`src/rtl/dht_reader.sv`:
```
// DHT11/DHT22 single-wire reader: host start pulse, response handshake, 40-bit decode.
// Optional checksum verification is enabled by defining DHT_CHECKSUM_EN.
module dht_reader #(
  parameter int CLK_HZ        = 50000000,
  parameter int START_LOW_US  = 18000,
  parameter int TIMEOUT_US    = 200,
  parameter int BIT_THRESH_US = 40
) (
  input  logic        clk,
  input  logic        rst,
  input  logic        start,
  input  logic        dht_in,
  output logic        dht_oe,
  output logic [39:0] data_out,
  output logic        valid,
  output logic        busy,
  output logic        err_timeout,
  output logic        err_checksum
);

  localparam int DIV    = (CLK_HZ / 1000000 < 1) ? 1 : CLK_HZ / 1000000;
  localparam int DIV_W  = (DIV > 1) ? $clog2(DIV) : 1;
  localparam int US_M0  = (START_LOW_US > TIMEOUT_US) ? START_LOW_US : TIMEOUT_US;
  localparam int US_MAX = (US_M0 > BIT_THRESH_US) ? US_M0 : BIT_THRESH_US;
  localparam int US_W   = $clog2(US_MAX + 1);

  typedef enum logic [2:0] {
    IDLE, START_LOW, RELEASE, RESP_LOW, RESP_HIGH, BIT_LOW, BIT_HIGH, CHECK
  } state_t;

  state_t            state;
  logic              sync_p0, sync_p1, line_p2;
  logic              rise, fall, edge_seen, tick, timed_out;
  logic [DIV_W-1:0]  div_cnt;
  logic [US_W-1:0]   us_cnt;
  logic [5:0]        bit_cnt;
  logic [39:0]       shift_reg;

`ifdef DHT_CHECKSUM_EN
  function automatic logic checksum_ok(input logic [39:0] f);
    logic [7:0] sum;
    sum = f[39:32] + f[31:24] + f[23:16] + f[15:8];
    return sum == f[7:0];
  endfunction
`else
  assign err_checksum = 1'b0;
`endif

  // Synchronizer stages p0/p1; p2 holds the previous synchronized level for edge detection
  always_ff @(posedge clk or posedge rst) begin
    if (rst) begin
      sync_p0 <= 1'b1;
      sync_p1 <= 1'b1;
      line_p2 <= 1'b1;
    end else begin
      sync_p0 <= dht_in;
      sync_p1 <= sync_p0;
      line_p2 <= sync_p1;
    end
  end

  // Edge-based waits ignore the stale low left over from the host start pulse
  assign rise      = sync_p1 & ~line_p2;
  assign fall      = ~sync_p1 & line_p2;
  assign tick      = (div_cnt == DIV_W'(DIV - 1));
  assign timed_out = tick && (us_cnt == US_W'(TIMEOUT_US - 1));

  always_comb begin
    edge_seen = 1'b0;
    case (state)
      RELEASE, RESP_HIGH, BIT_HIGH: edge_seen = fall;
      RESP_LOW, BIT_LOW:            edge_seen = rise;
      default:                      edge_seen = 1'b0;
    endcase
  end

  always_ff @(posedge clk or posedge rst) begin
    if (rst) begin
      state       <= IDLE;
      dht_oe      <= 1'b0;
      data_out    <= '0;
      valid       <= 1'b0;
      busy        <= 1'b0;
      err_timeout <= 1'b0;
`ifdef DHT_CHECKSUM_EN
      err_checksum <= 1'b0;
`endif
      div_cnt     <= '0;
      us_cnt      <= '0;
      bit_cnt     <= '0;
      shift_reg   <= '0;
    end else begin
      valid <= 1'b0;
      if (tick) begin
        div_cnt <= '0;
        us_cnt  <= us_cnt + 1'b1;
      end else begin
        div_cnt <= div_cnt + 1'b1;
      end

      case (state)
        IDLE: begin
          if (start) begin
            state       <= START_LOW;
            busy        <= 1'b1;
            dht_oe      <= 1'b1;
            err_timeout <= 1'b0;
`ifdef DHT_CHECKSUM_EN
            err_checksum <= 1'b0;
`endif
            div_cnt     <= '0;
            us_cnt      <= '0;
            bit_cnt     <= '0;
            shift_reg   <= '0;
          end
        end
        START_LOW: begin
          if (tick && us_cnt == US_W'(START_LOW_US - 1)) begin
            dht_oe  <= 1'b0;
            state   <= RELEASE;
            div_cnt <= '0;
            us_cnt  <= '0;
          end
        end
        RELEASE, RESP_LOW, RESP_HIGH, BIT_LOW, BIT_HIGH: begin
          if (edge_seen) begin
            div_cnt <= '0;
            us_cnt  <= '0;
            case (state)
              RELEASE:   state <= RESP_LOW;
              RESP_LOW:  state <= RESP_HIGH;
              RESP_HIGH: begin
                state   <= BIT_LOW;
                bit_cnt <= '0;
              end
              BIT_LOW:   state <= BIT_HIGH;
              default: begin
                // us_cnt holds (high cycles - 1) in ticks, so >= threshold means strictly longer
                shift_reg <= {shift_reg[38:0], (us_cnt >= US_W'(BIT_THRESH_US))};
                bit_cnt   <= bit_cnt + 1'b1;
                state     <= (bit_cnt == 6'd39) ? CHECK : BIT_LOW;
              end
            endcase
          end else if (timed_out) begin
            err_timeout <= 1'b1;
            busy        <= 1'b0;
            state       <= IDLE;
          end
        end
        CHECK: begin
          busy  <= 1'b0;
          state <= IDLE;
`ifdef DHT_CHECKSUM_EN
          if (checksum_ok(shift_reg)) begin
            data_out <= shift_reg;
            valid    <= 1'b1;
          end else begin
            err_checksum <= 1'b1;
          end
`else
          data_out <= shift_reg;
          valid    <= 1'b1;
`endif
        end
        default: state <= IDLE;
      endcase
    end
  end

endmodule

```
`config.mk`:
```
export PLATFORM = sky130hd
export DESIGN_NAME = dht_reader
export DESIGN_NICKNAME = d
export VERILOG_FILES = /design/src/rtl/dht_reader.sv
export SDC_FILE = /design/constraint.sdc
export NUM_CORES = 1
export LEC_CHECK = 0
export ABC_AREA = 1
export CORE_AREA = 4 4 152 154
export CTS_BUF_LIST = sky130_fd_sc_hd__clkbuf_4 sky130_fd_sc_hd__clkbuf_8 sky130_fd_sc_hd__clkbuf_16
export CTS_CLUSTER_SIZE = 10
export DETAILED_ROUTE_END_ITERATION = 12
export DIE_AREA = 0 0 156 158
export DONT_BUFFER_PORTS = 1
export PLACE_DENSITY_LB_ADDON = 0.05
export SLEW_MARGIN = 20
export SYNTH_ARGS = -nofsm -noshare
export SYNTH_HDL_FRONTEND = slang
export SYNTH_SLANG_ARGS = --single-unit
```
`constraint.sdc`:
```
create_clock -name clk -period 3.3 [get_ports clk]
set_clock_uncertainty 0.2 [all_clocks]
set_input_delay 0.33 -clock clk [delete_from_list [all_inputs] [get_ports clk]]
set_output_delay 0.33 -clock clk [all_outputs]
set_load 0.03 [all_outputs]
```
* Yosys cells after proc, flatten, opt, wreduce, memory -nomap -nowiden
Index checks and enable logic that the tools add are counted.
Cells by class: add/sub/neg operators 3, $lt $le $gt $ge 1, equality and inequality tests 19, mux-type cells 37, bitwise logic cells 4, reduce and logical (&&, ||, !) cells 17
Operators by type and width (number):
- $mux 40 | 3
- $pmux 40 s2 | 1
- $mux 15 | 4
- $pmux 15 s3 | 1
- $mux 6 | 6
- $pmux 3 s4 | 2
- $pmux 6 s2 | 2
- $pmux 6 s3 | 1
- $reduce_and 4->1 | 4
- $add 15x1->15 const B | 1
- $eq 15x15->1 const B | 1
- $eq 15x8->1 const B | 1
- $ge 15x6->1 const B | 1
- $ne 2x2->1 const B | 7
- $add 6x1->6 const B | 2
- $eq 3x3->1 const B | 4
- $eq 6x6->1 const B | 2
- $mux 3 | 4
- $mux 1 | 8
- $eq 3x2->1 const B | 2
- $pmux 1 s2 | 3
- $reduce_and 3->1 | 2
- $reduce_or 3->1 | 2
- $reduce_or 5->1 | 1
- 12 further kinds | 16
Word-level totals: register bits 117, output and inout bits 45, logic and storage cells 94

* Depth between registers and ports, before layout
Gate-level depths: netlist of the first run.
depth after elaboration 5, depth in mapped cells 12

* Worst setup path after synthesis of the first run
No wires, ideal clock.
path type flip-flop to flip-flop, from reg div_cnt[1], to reg us_cnt[0], arrival time 1.484 ns, data required time 2.985 ns, slack 1.501 ns, cell stages (with the launch flop) 12, period minus slack after synthesis 1.799 ns, cells stage by stage dfrtp_1 -> inv_1 -> ha_1 -> inv_1 -> nor2_2 -> nand2_1 -> inv_1 -> nand3_1 -> nand2_1 -> nand4_2 -> nand2_1 -> inv_1
Between the ends: longest elaborated chain between the ends 4
RTL lines:
- start: declaration | RTL line 34 | logic [DIV_W-1:0] div_cnt;
- start signal: assignment | RTL line 98 | div_cnt <= div_cnt + 1'b1;
- $eq 6x6->1 (*) | RTL line 65 | assign tick = (div_cnt == DIV_W'(DIV - 1));
- $mux 15 / $logic_and 1x1->1 (equally long branches) | RTL line 94, 118
- $mux 15, on equally long branches | RTL line 126, 103, 118
- $pmux 15 s3 (*) | RTL line 101 | case (state)
- end signal: assignment | RTL line 96 | us_cnt <= us_cnt + 1'b1;
- end: declaration | RTL line 35 | logic [US_W-1:0] us_cnt;
Mark *: on every way between the ends. The rest lies on a longest branch, timed or not. A chain may end at the register's enable or synchronous reset.

* Final worst setup path of the first run
from reg state[1], to reg shift_reg[20]
Between the ends: longest elaborated chain between the ends 5
RTL lines:
- start: declaration | RTL line 31 | state_t state;
- start signal: assignment | RTL line 141 | state <= (bit_cnt == 6'd39) ? CHECK : BIT_LOW;
- $eq 3x2->1, or another cell as far along | RTL line 70, 101, 129
- $reduce_or 3->1 / $reduce_or 2->1 (equally long branches) | RTL line 70 | case (state)
- $pmux 1 s2 | RTL line 70
- $ne 2x2->1 (no line)
- $reduce_and 4->1 (no line)
- end signal: assignment | RTL line 139 | shift_reg <= {shift_reg[38:0], (us_cnt >= US_W'(BIT_THRESH_US))};
- end: declaration | RTL line 37 | logic [39:0] shift_reg;
Parallel ways exist; a longest one is shown, timed or not.

==> results.txt, run 1 <==
* Outcome: finished clean
- Final period util: 78.9%
- Total power density per cell area: 937 nW/um2
* Number of non-filler instances in the completed layout: 918
- Detailed-route vias per instance: 4.17
- Post-CTS repair changed the size of 0 cells.
- In the final routing, the length of wire on met1 measures 5.80 mm.
* CP Data Arrival Time: 2.70 ns
- Post-synthesis instance area: 5370 um2
- Area growth from synthesis to final layout: 18.0%
- Number of placed instances with taps included: 883
* Wirelength, routed: 12.2 mm
* Number of global-route vias before repair: 4148
- Antenna Diode Count: 0
- Cells after synthesis: 619
* GRT Residual Overflow: 0
* Nets: 634
- The multi-input combinational cells in the finished layout cover a total of 1940 um2.
- Clock-pin transition on the worst setup and hold timing paths: 0.06 ns
* Setup ws final: 0.697 ns
- Cells with a size suffix above 1 make up 13.2% of the layout.
* RSZ-0062 raised after global routing: false
* Crit-path cells: nand3_4 -> nand2_2 -> inv_2 -> nand3_2 -> nand2_2 -> nor2_4 -> buf_12 -> o21ai_0
* Residual antenna-violating net count after detailed routing: 0
- The initialized floorplan defines 54 standard-cell rows.
- Counting every net in the synthesized netlist gives 628.
* DIE AREA: 24600 um2
* Final weighted congestion of routability-driven global placement: 0.785
* Type of origin of the critical path: register
- Layout Cell Area excl Fill: 6340 um2
- Detail Route met3 WL: 590 um
* Source-to-sink clock delay at the later pin of the worst-skew pair: 0.41 ns
- Number of buffers inserted during clock tree synthesis: 17
- All-Layer GR Usage: 11.0%
- Worst hold slack: 0.0877 ns
- Max_slew headroom: 61.5%
- Sequential share of the synthesized area: 54.6%
- Final Critical Period: 2.60 ns
- Warning count from the yosys run: 0
* Effective utilization at floorplan: 24.8%
- Largest stage delay, worst path: 0.55 ns
- In this run, the number of DRC markers left after iteration 0 of detailed routing was 271.
- Standard cell area after detailed placement: 5660 um2
* Fin. max-slew vios: 0
- The critical path is of the reg -> reg type.
* Detail-routed net length per standard cell: 13.3 um
- Clock H-tree levels: 4
* Deepest clock path buffer count: 2
- Worst IR drop on VDD: 0.329 mV
- Cell type contributing the most total cell area after synthesis: sky130_fd_sc_hd__dfrtp_1
* Worst Hold Class: in -> reg
- In this run, synthesis produced a sequential element count of 117.
* HPWL after DPL: 8.47 mm
* Critical-path top delay cell: sky130_fd_sc_hd__dfrtp_1
- The layout has 2292 filler cells.
- Number of antenna violations at the first check in global routing: 0
* Top fanout value on the critical path: 34
- Based on the critical path, the design can be clocked at up to 384 MHz.
* Post-synth top area share: 53.1%
* Leakage component of the power: 3.05 nW
* Highest metal layer used by the detailed router: met4
* Final setup TNS: 0 ns
- Measured on the finished design, the core utilization comes to 29.2%.
- For this run, design rule violations remaining after detail routing come to 0.
- TritonCTS built the clock tree.
- Setup Slack @ Placement: 0.639 ns
- The cell family contributing the most delay on the critical path is simple AND/OR/NAND/NOR gates.
* Max-capacitance violation count: 0
- Buffers placed on the I/O ports in this run total 0.
- Entering global routing, the biggest net connects 50 pins.
- Design Power: 5.94 mW
* Total via count in the routed design: 3830
- I/O pin count: 49
* CP Data Required Time: 3.39 ns
- At the pin with the least slew margin, the transition time is 0.578 ns.
- Kind of capture point of the worst setup path: register
- CTS sink cnt: 117
* Die width: 156 um
- Area contributors post-synth: sky130_fd_sc_hd__dfrtp_1 53%, sky130_fd_sc_hd__nand2_1 13%, sky130_fd_sc_hd__inv_1 6.2%
- Clock root buffer: sky130_fd_sc_hd__clkbuf_16
* Number of iterations in the first detailed-routing pass: 4
* Worst Path Buf+Inv: 2
* Core region area: 21700 um2
- Global-route wire length before repair: 21.4 mm
- Counting distinct cell types in the post-synthesis netlist gives 32.
* Syn_area_per_cell: 8.68 um2
- Total length of routed met2 wires: 5.57 mm
- Vertical die dimension: 158 um
- Sequential cell area: 2930 um2
- Counting stages on the worst path, the most repeated cell is sky130_fd_sc_hd__nand2_2.
* Count of final setup violators: 0
- The final number of hold-violating endpoints came to 0.
## path summary, 6_finish.rpt
| path | slack, ns | depth (start not counted) | from | to |
|---|---|---|---|---|
| worst min-delay path | 0.09 | 5 | start | busy$_DFFE_PP0P_ |
| worst min register to register | 0.16 | 0 | sync_p0$_DFF_PP1_ | sync_p1$_DFF_PP1_ |
| min in group asynchronous | 0.22 | 2 | rst | data_out[17]$_DFFE_PP0P_ |
| worst max-delay path | 0.70 | 8 | state[1]$_DFFE_PP0P_ | shift_reg[20]$_DFFE_PP0P_ |
| worst max register to register | 0.70 | 8 | state[1]$_DFFE_PP0P_ | shift_reg[20]$_DFFE_PP0P_ |
| max in group asynchronous | 1.88 | 4 | rst | shift_reg[35]$_DFFE_PP0P_ |
## worst register-to-register path, stage by stage (launching register included)
cell	delay (ns)
sky130_fd_sc_hd__dfrtp_1	0.55
sky130_fd_sc_hd__nand3_4	0.33
sky130_fd_sc_hd__nand2_2	0.17
sky130_fd_sc_hd__inv_2	0.07
sky130_fd_sc_hd__nand3_2	0.12
sky130_fd_sc_hd__nand2_2	0.20
sky130_fd_sc_hd__nor2_4	0.47
sky130_fd_sc_hd__buf_12	0.27
sky130_fd_sc_hd__o21ai_0	0.11
## cells by family after synthesis
kind of cell	Yosys count	share of synthesized area [%]
other	1	0.0698
xor gates and xnor gates	13	2.12
adders and majority gates	5	1.16
and+or+nand+nor	278	22.0
DFF	117	54.6
AOI/OAI and AO/OA	93	10.8
buffers and inverters	112	9.36
## report_power, final
part           leakage, nW  switching [mW]  internal, mW
clock network        0.317           0.671          1.36
logic                 1.14           0.893         0.418
registers             1.59           0.723          1.88
## per-layer routing
layer	global-route usage, %	up-vias
met4	5.17	0
met5	0	-
li1	-	1942
met3	3.20	20
met2	17.1	57
met1	14.0	1811
## area by class of cell
class | count | area share [%]
inverter | 91 | 5.44
clock buffer | 22 | 7.69
timing repair buffer | 8 | 1.85
multi-input combinational | 390 | 30.7
clock inverter | 10 | 2.62
sequential | 117 | 46.2
tap | 280 | 5.52
## Yosys cell counts
library cell,count
sky130_fd_sc_hd__o21ai_1,6
sky130_fd_sc_hd__inv_2,2
sky130_fd_sc_hd__o21bai_1,1
sky130_fd_sc_hd__clkbuf_1,9
sky130_fd_sc_hd__nand2_1,182
sky130_fd_sc_hd__dfstp_2,3
sky130_fd_sc_hd__inv_1,89
sky130_fd_sc_hd__xor2_1,11
sky130_fd_sc_hd__or2_2,2
sky130_fd_sc_hd__nand4_1,8
sky130_fd_sc_hd__nor2_4,1
sky130_fd_sc_hd__nor3_1,3
sky130_fd_sc_hd__nand3_4,1
sky130_fd_sc_hd__nand2_2,2
sky130_fd_sc_hd__nand3_1,29
sky130_fd_sc_hd__nand3_2,1
sky130_fd_sc_hd__ha_1,5
sky130_fd_sc_hd__buf_4,2
sky130_fd_sc_hd__o21ai_2,29
sky130_fd_sc_hd__conb_1,1
sky130_fd_sc_hd__and2_1,1
sky130_fd_sc_hd__a21o_1,1
sky130_fd_sc_hd__o21ai_0,50
sky130_fd_sc_hd__nor2_1,42
sky130_fd_sc_hd__dfrtp_1,114
sky130_fd_sc_hd__nand3b_1,1
sky130_fd_sc_hd__nor2_2,3
sky130_fd_sc_hd__nand4_2,1
sky130_fd_sc_hd__a21oi_1,6
sky130_fd_sc_hd__xnor2_1,2
sky130_fd_sc_hd__buf_6,10
sky130_fd_sc_hd__nor2_8,1
## repair_timing
item | in CTS | in global routing
hold endpoints to repair | 79 | 0
setup buffers | 0 | 0
hold buffers | 3 | 0
## placed cells by master (no fill, tap or decap), drive strengths merged
cell type | netlist | final
nand2 | 184 | 184
dfrtp | 114 | 114
inv | 91 | 92
o21ai | 85 | 85
nor2 | 47 | 47
nand3 | 31 | 31
clkbuf | 9 | 22
xor2 | 11 | 11
nand4 | 9 | 9
a21oi | 6 | 6
ha | 5 | 5
buf | 12 | 5
bufinv | 0 | 4
nor3 | 3 | 3
clkinvlp | 0 | 3
dlygate4sd3 | 0 | 3
dfstp | 3 | 3
or2 | 2 | 2
xnor2 | 2 | 2
clkinv | 0 | 2
a21o | 1 | 1
and2 | 1 | 1
nand3b | 1 | 1
o21bai | 1 | 1
conb | 1 | 1
No activity file was read; power rests on OpenSTA's default activity.
==> inputs of run 2 (changes only) <==
- clock period: 3.3 -> 2.15 ns (I/O delays scaled with it)
==> results.txt, run 2 (synthesis gave the netlist of run 1 again) <==
- Number of iterations in the first detailed-routing pass: 4
- Type of origin of the critical path: register
- Residual antenna-violating net count after detailed routing: 0
- Detailed router's first-iteration violation count: 220
- The routed layout has 3859 vias.
- Commonest cells after routing, fill and taps aside: 181 x sky130_fd_sc_hd__nand2_1, 111 x sky130_fd_sc_hd__dfrtp_1, 87 x sky130_fd_sc_hd__inv_1, 50 x sky130_fd_sc_hd__o21ai_0, 41 x sky130_fd_sc_hd__nor2_1
- CP Data Required Time: 2.23 ns
- The critical path goes through inv_1 -> nor2_1 -> nand3_1 -> nand3_2 -> nand2_4 -> buf_4 -> inv_1 -> nand2_1 -> nand2_1 -> o21ai_0.
- The final critical path takes up 90.7% of the cycle.
- The floorplan step defined a die boundary enclosing 24600 um2.
- In the final layout, the share of cells above drive strength 1 is 16.2%.
* Final routed DRC violation total: 0
* HPWL after DPL: 8.58 mm
* Source-to-sink clock delay at the later pin of the worst-skew pair: 0.41 ns
* Final Critical Period: 1.95 ns
- After detailed routing, the average wire length per cell comes to 13.5 um.
- For this run, the top clock speed supported by timing is 513 MHz.
* Number of buffers inserted by port buffering: 0
* Clock H-tree levels: 4
- CP Data Arrival Time: 2.03 ns
* Number of buffers inserted during clock tree synthesis: 17
* Largest stage delay, worst path: 0.53 ns
* Setup Slack @ Placement: -0.0347 ns
- In this run the deepest clock path goes through 2 buffers.
- I/O pin count: 49
- Maximum number of pins on one net before global-route repair: 47
- The core region is 21700 um2.
* GRT Residual Overflow: 0
- The number of antenna violations at the first check in global routing is 0.
- Final hold violation count: 0
- The die is 156 um wide.
- Worst-margin pin slew: 0.585 ns
* CTS tree: built
- In the routed layout, each cell is associated on average with a via count of 4.13.
- Worst IR drop on VDD: 0.562 mV
- The critical path is of the reg -> reg type.
- Outcome: finished clean
* Critical-path top delay cell: sky130_fd_sc_hd__dfstp_2
* CTS sink cnt: 117
- Worst Hold Class: in -> reg
* Standard cell area after detailed placement: 5790 um2
- Count of final setup violators: 0
- Layout Cell Area excl Fill: 6450 um2
- CTS placed an instance of sky130_fd_sc_hd__clkbuf_16 at the clock tree root.
- Leaving out fill and tap cells, the most frequent cell in the layout is sky130_fd_sc_hd__nand2_1.
- Setup ws final: 0.201 ns
* RSZ-0062 raised after global routing: false
- The congestion estimate from routability-driven global placement came to 0.829.
- Effective utilization at floorplan: 24.8%
- Nets: 653
- The floorplan has 54 rows.
* Total power density per cell area: 1410 nW/um2
* Number of global-route vias before repair: 4061
- Relative to the synthesized area, the layout overhead comes to 20.1%.
- Top fanout value on the critical path: 8
* Global-route wire length before repair: 21.3 mm
- Wirelength, routed: 12.6 mm
- After clock tree synthesis, the clock-pin slew on the worst setup and hold paths is 0.05 ns.
* Fin. max-slew vios: 0
* Kind of capture point of the worst setup path: register
- Across the run, the number of max-cap violations was 0.
* Vertical die dimension: 158 um
- Max_slew headroom: 60.9%
* Leakage component of the power: 3.10 nW
- Global routing used 11.0% of the available tracks across all layers.
* Antenna Diode Count: 0
run 2: final timing paths:
| check | from | cells past startpoint | to | slack, ns |
|---|---|---|---|---|
| min | start | 5 | bit_cnt[1]$_DFFE_PP0P_ | 0.12 |
| max | sync_p1$_DFF_PP1_ | 10 | shift_reg[37]$_DFFE_PP0P_ | 0.20 |
| max in group asynchronous | rst | 3 | line_p2$_DFF_PP1_ | 1.01 |
| max reg2reg | sync_p1$_DFF_PP1_ | 10 | shift_reg[37]$_DFFE_PP0P_ | 0.20 |
| min in group asynchronous | rst | 2 | data_out[33]$_DFFE_PP0P_ | 0.16 |
| min reg2reg | sync_p0$_DFF_PP1_ | 0 | sync_p1$_DFF_PP1_ | 0.16 |
run 2: power by group:
part,total (mW),internal [mW],switching (mW)
clock network,2.84,1.85,0.989
logic,2.24,0.773,1.47
registers,4.01,2.89,1.11
total,9.09,5.52,3.57
run 2: worst max-delay path: cells and delay by family, from the launching register on:
| family | cells | cell delay, ns |
|---|---|---|
| AOI/OAI and AO/OA | 1 | 0.07 |
| buffers and inverters | 3 | 0.35 |
| DFF | 1 | 0.53 |
| and+or+nand+nor | 6 | 0.68 |
run 2: per-stage QoR:
step	std cells	utilization, %	total power, mW	setup TNS, ns	hold WS [ns]
after CTS	933	29.6	9.22	0	0.129
after global placement	900	26.7	6.24	0	-0.00276
after detailed placement	900	26.7	6.25	-0.221	-0.0106
after global routing	934	29.8	9.78	0	0.142
after floorplan	619	-	5.61	0	0.0195
final	934	29.8	9.09	0	0.123
run 2: layout make-up:
class / count / area (um2)
Fill cell: 2255 / 15200
Sequential cell: 117 / 2940
Multi-Input combinational cell: 392 / 1990
Clock buffer: 20 / 454
Tap cell: 280 / 350
Inverter: 91 / 345
Timing Repair Buffer: 25 / 245
Clock inverter: 9 / 131
run 2: repair_timing:
item                       in CTS  in global routing
gates cloned                    1                  1
gates resized for setup         0                 10
buffers inserted                0                  0
hold buffers                    3                  0
setup endpoints to repair      15                 55
hold endpoints to repair      118                  0
pin swaps                       1                  3
run 2: per-layer routing:
metal	up-vias	part of all wire (%)	track usage [%]
met1	1808	48	14.4
met2	55	46	17.1
li1	1982	-	-
met5	-	0	0
met4	0	1.5	3.96
met3	14	4.8	3.55
==> inputs of run 3 (changes only) <==
- ABC_AREA: 1 -> 0
- CORE_AREA: 4 4 152 154 -> 4 4 123 125
- DIE_AREA: 0 0 156 158 -> 0 0 127 129
==> results.txt, run 3 <==
- The run finished with clean final reports.
- In this run the register-to-register setup slack is 0.02 ns.
* Maximum clock frequency: 468 MHz
* Cell type contributing the most total cell area after synthesis: sky130_fd_sc_hd__dfrtp_1
- Total power density per cell area: 999 nW/um2
- Clock H-tree levels: 4
- The clock passes through at most 2 buffers.
* Start of the worst register-to-register path: us_cnt[5]$_DFF_PP0_
* Kind of capture point of the worst setup path: register
* Critical-path top delay cell: sky130_fd_sc_hd__or3b_2
- At the worst endpoint, the required time is 2.25 ns.
- The analysis attributes to cell leakage a power of 2.78 nW.
- In this run, distinct cell masters in the synthesized netlist total 49.
- Final routed DRC violation total: 0
- Crit path kind: reg -> reg
- The mapped netlist covers 4980 um2.
- Share of post-route cells with drive strength above 1: 25.3%
- Critical hold path startpoint: start
- Met1 demand-to-capacity share in global routing: 17.9%
* RSZ-0062 raised after global routing: true
- Leading cell type in the layout, fill and taps excluded: sky130_fd_sc_hd__dfrtp_1
- Number of antenna violations at the first check in global routing: 0
* Effective utilization at floorplan: 35.8%
* CTS sink cnt: 117
* Async S/R FF share, synth: 100%
* Final Critical Period: 2.13 ns
- Number of placed instances with taps included: 655
- For the worst flop-to-flop path, the logic depth is 5.
- Largest stage delay, worst path: 0.50 ns
- Detailed-route vias per instance: 4.81
- Area contributors post-synth: sky130_fd_sc_hd__dfrtp_1 57%, sky130_fd_sc_hd__mux2_2 9.1%, sky130_fd_sc_hd__nand2_1 7.2%
* Fillers: 1323
- Warning count from the yosys run: 0
- Nets: 506
* Sequential cell area: 2930 um2
- Worst hold slack: 0.0558 ns
- Area growth from synthesis to final layout: 21.6%
- Fraction of met3 tracks used by global routing: 5.40%
- Summing the areas of all xor and xnor instances in the mapped netlist gives 3.87% of the synthesized area.
- Number of synthesized register bits: 117
* Core Rows: 43
* Number of non-filler instances in the completed layout: 689
- The final number of hold-violating endpoints was 0.
- The repair_antennas step left the layout with diodes totalling 0.
- In this run the worst path has a maximum fanout of 4.
- Syn_area_per_cell: 10.7 um2
- Setup violations remaining at the end of the flow were counted as 0.
- Layout Cell Area excl Fill: 6050 um2
- Worst-margin pin slew: 0.529 ns
- HPWL after DPL: 7.10 mm
- Number of global-route vias before repair: 3412
- Once layout is complete, the utilization of the core stands at 43.6%.
- TritonCTS built the clock tree.
- Adding up every negative setup slack in the final design gives 0 ns.
* Post-synthesis share of cell area spent on and, or, nand and nor gates: 15.1%
- The placed instances occupy a cell area of 5420 um2.
- Detailed router's first-iteration violation count: 187
- In the post-synthesis netlist, the cell with the most instances is sky130_fd_sc_hd__dfrtp_1.
- Number of buffers inserted during clock tree synthesis: 17
- Met2 track demand over resource: 21.1%
- Final period util: 99.3%
* Number of iterations in the first detailed-routing pass: 5
- DIE AREA: 16400 um2
- Core region area: 13900 um2
* GRT Residual Overflow: 0
* Wirelength, routed: 10.5 mm
* Portion of netlist area occupied by mux cells: 9.25%
- Source-to-sink clock delay at the later pin of the worst-skew pair: 0.41 ns
* Capture point of the worst reg-to-reg path: state[2]$_DFFE_PP0P_
- Max_slew headroom: 64.4%
- Post-synth top flop: sky130_fd_sc_hd__dfrtp_1
* Type of origin of the critical path: register
* Clock root buffer: sky130_fd_sc_hd__clkbuf_16
- Sequential share of the synthesized area: 58.9%
- The synthesized netlist devotes 1.26% of its cell area to adder and majority cells.
* Most heavily used metal layer in global routing: met2
- In the synthesized netlist, the cells that appear most often are 114 x sky130_fd_sc_hd__dfrtp_1, 95 x sky130_fd_sc_hd__nand2_1, 42 x sky130_fd_sc_hd__o21ai_0.
- The congestion estimate from routability-driven global placement came to 0.797.
- At the worst endpoint, the arrival time is 2.23 ns.
* Cells after synthesis: 463
- Die width: 127 um
- Crit-path cells: or3b_2 -> nor4_1 -> nand3_2 -> a21o_1 -> o221a_2
- End point of the worst hold path: state[2]$_DFFE_PP0P_
- Counting flops with a built-in enable in the synthesized netlist gives 0.
- Residual antenna-violating net count after detailed routing: 0
- Number of buffers inserted by port buffering: 0
- In the final routed layout, each cell accounts on average for 15.2 um.
- The final count of pins violating max slew came to 0.
- Area fraction in compound gates after synthesis: 8.45%
* All-Layer GR Usage: 13.8%
- Max-capacitance violation count: 0
- Worst Hold Class: in -> reg
* I/O pin count: 49
- Along the worst hold path, the cell count comes to 4.
- The floorplan step set the die height to 129 um.
- Clock-pin slew was measured on the worst setup and hold paths at 0.06 ns.
* Commonest cells after routing, fill and taps aside: 114 x sky130_fd_sc_hd__dfrtp_1, 94 x sky130_fd_sc_hd__nand2_1, 40 x sky130_fd_sc_hd__o21ai_0, 40 x sky130_fd_sc_hd__mux2_2
* Dominant combinational cell family by area after synthesis: simple AND/OR/NAND/NOR gates
- The synthesized design devotes to its leading area cell type 57.3% of total area.
- The multi-input combinational cells in the finished layout cover a total of 1930 um2.
* Net Count, Synth: 472
* Maximum number of pins on one net before global-route repair: 59
- Worst IR drop on VDD: 0.782 mV
- The first global-routing pass estimated 17.7 mm of wire.
* Total via count in the routed design: 3313
## run 3: changes by cell type after synthesis, sizes merged, moves of 4 or more
cell	before	now
nand3	31	10
inv	91	11
mux2	0	40
buf	12	3
clkbuf	9	22
nand4	9	5
nand2	184	95
nor2	47	37
xor2	11	6
o21ai	85	46
xnor2	2	16
## run 3: layer usage
layer  part of all wire, %  vias to the layer above
met2                    46                       50
met1                    48                     1633
met4                   1.3                        0
met5                     0                        -
li1                      -                     1620
met3                   5.1                       10
## run 3: power by group
group | switching (mW) | internal, mW | total [mW]
Sequential | 0.126 | 2.38 | 2.51
Clock | 0.964 | 1.75 | 2.72
Combinational | 0.418 | 0.397 | 0.816
Total | 1.51 | 4.53 | 6.04
## run 3: worst max path at each step
stage	start	endpoint	slack [ns]	cells past startpoint
floorplan	us_cnt[11]$_DFF_PP0_	dht_oe$_DFFE_PP0P_	0.04	5
global placement	us_cnt[11]$_DFF_PP0_	state[2]$_DFFE_PP0P_	-0.05	6
detailed placement	us_cnt[11]$_DFF_PP0_	state[2]$_DFFE_PP0P_	-0.16	6
CTS	us_cnt[11]$_DFF_PP0_	us_cnt[12]$_DFF_PP0_	0.01	5
global route	us_cnt[11]$_DFF_PP0_	state[2]$_DFFE_PP0P_	-0.07	6
finish	us_cnt[5]$_DFF_PP0_	state[2]$_DFFE_PP0P_	0.02	5
## run 3: timing repair
| action | 4_1_cts | 5_1_grt |
|---|---|---|
| hold buffers | 3 | 0 |
| setup endpoints to repair | 20 | 21 |
| cloned | 0 | 0 |
| resized for setup | 5 | 3 |
| buffers inserted | 0 | 0 |
| hold endpoints to repair | 122 | 0 |
## run 3: per-stage QoR
stage / setup WS, ns / power [mW]
4_1_cts: 0.0124 / 6.11
3_5_place_dp: -0.155 / 3.35
5_1_grt: -0.0697 / 6.37
2_1_floorplan: 0.0430 / 3.02
6_report: 0.0154 / 6.04
3_3_place_gp: -0.0475 / 3.34
## run 3: cells by family (layout without fill, tap and decap cells)
logic type,after synthesis,count (layout)
flops,117,117
simple gates,173,173
compound gates,67,67
fa+ha+maj,5,5
buf+inv,37,83
other cells,1,1
xor+xnor,22,22
mux,41,41
## run 3: layout make-up
class                      instances  share of cell area (%)
clock buffer                      21                    7.63
sequential                       117                    48.5
clock inverter                    10                    1.78
multi-input combinational        309                    31.9
tap                              180                    3.72
inverter                          12                   0.807
timing repair buffer              40                    5.71
## run 3: worst max-delay path: cells and delay by family (launching register included)
| family | cells | cell delay [ns] |
|---|---|---|
| simple gates | 3 | 1.01 |
| compound gates | 2 | 0.44 |
| flops | 1 | 0.37 |
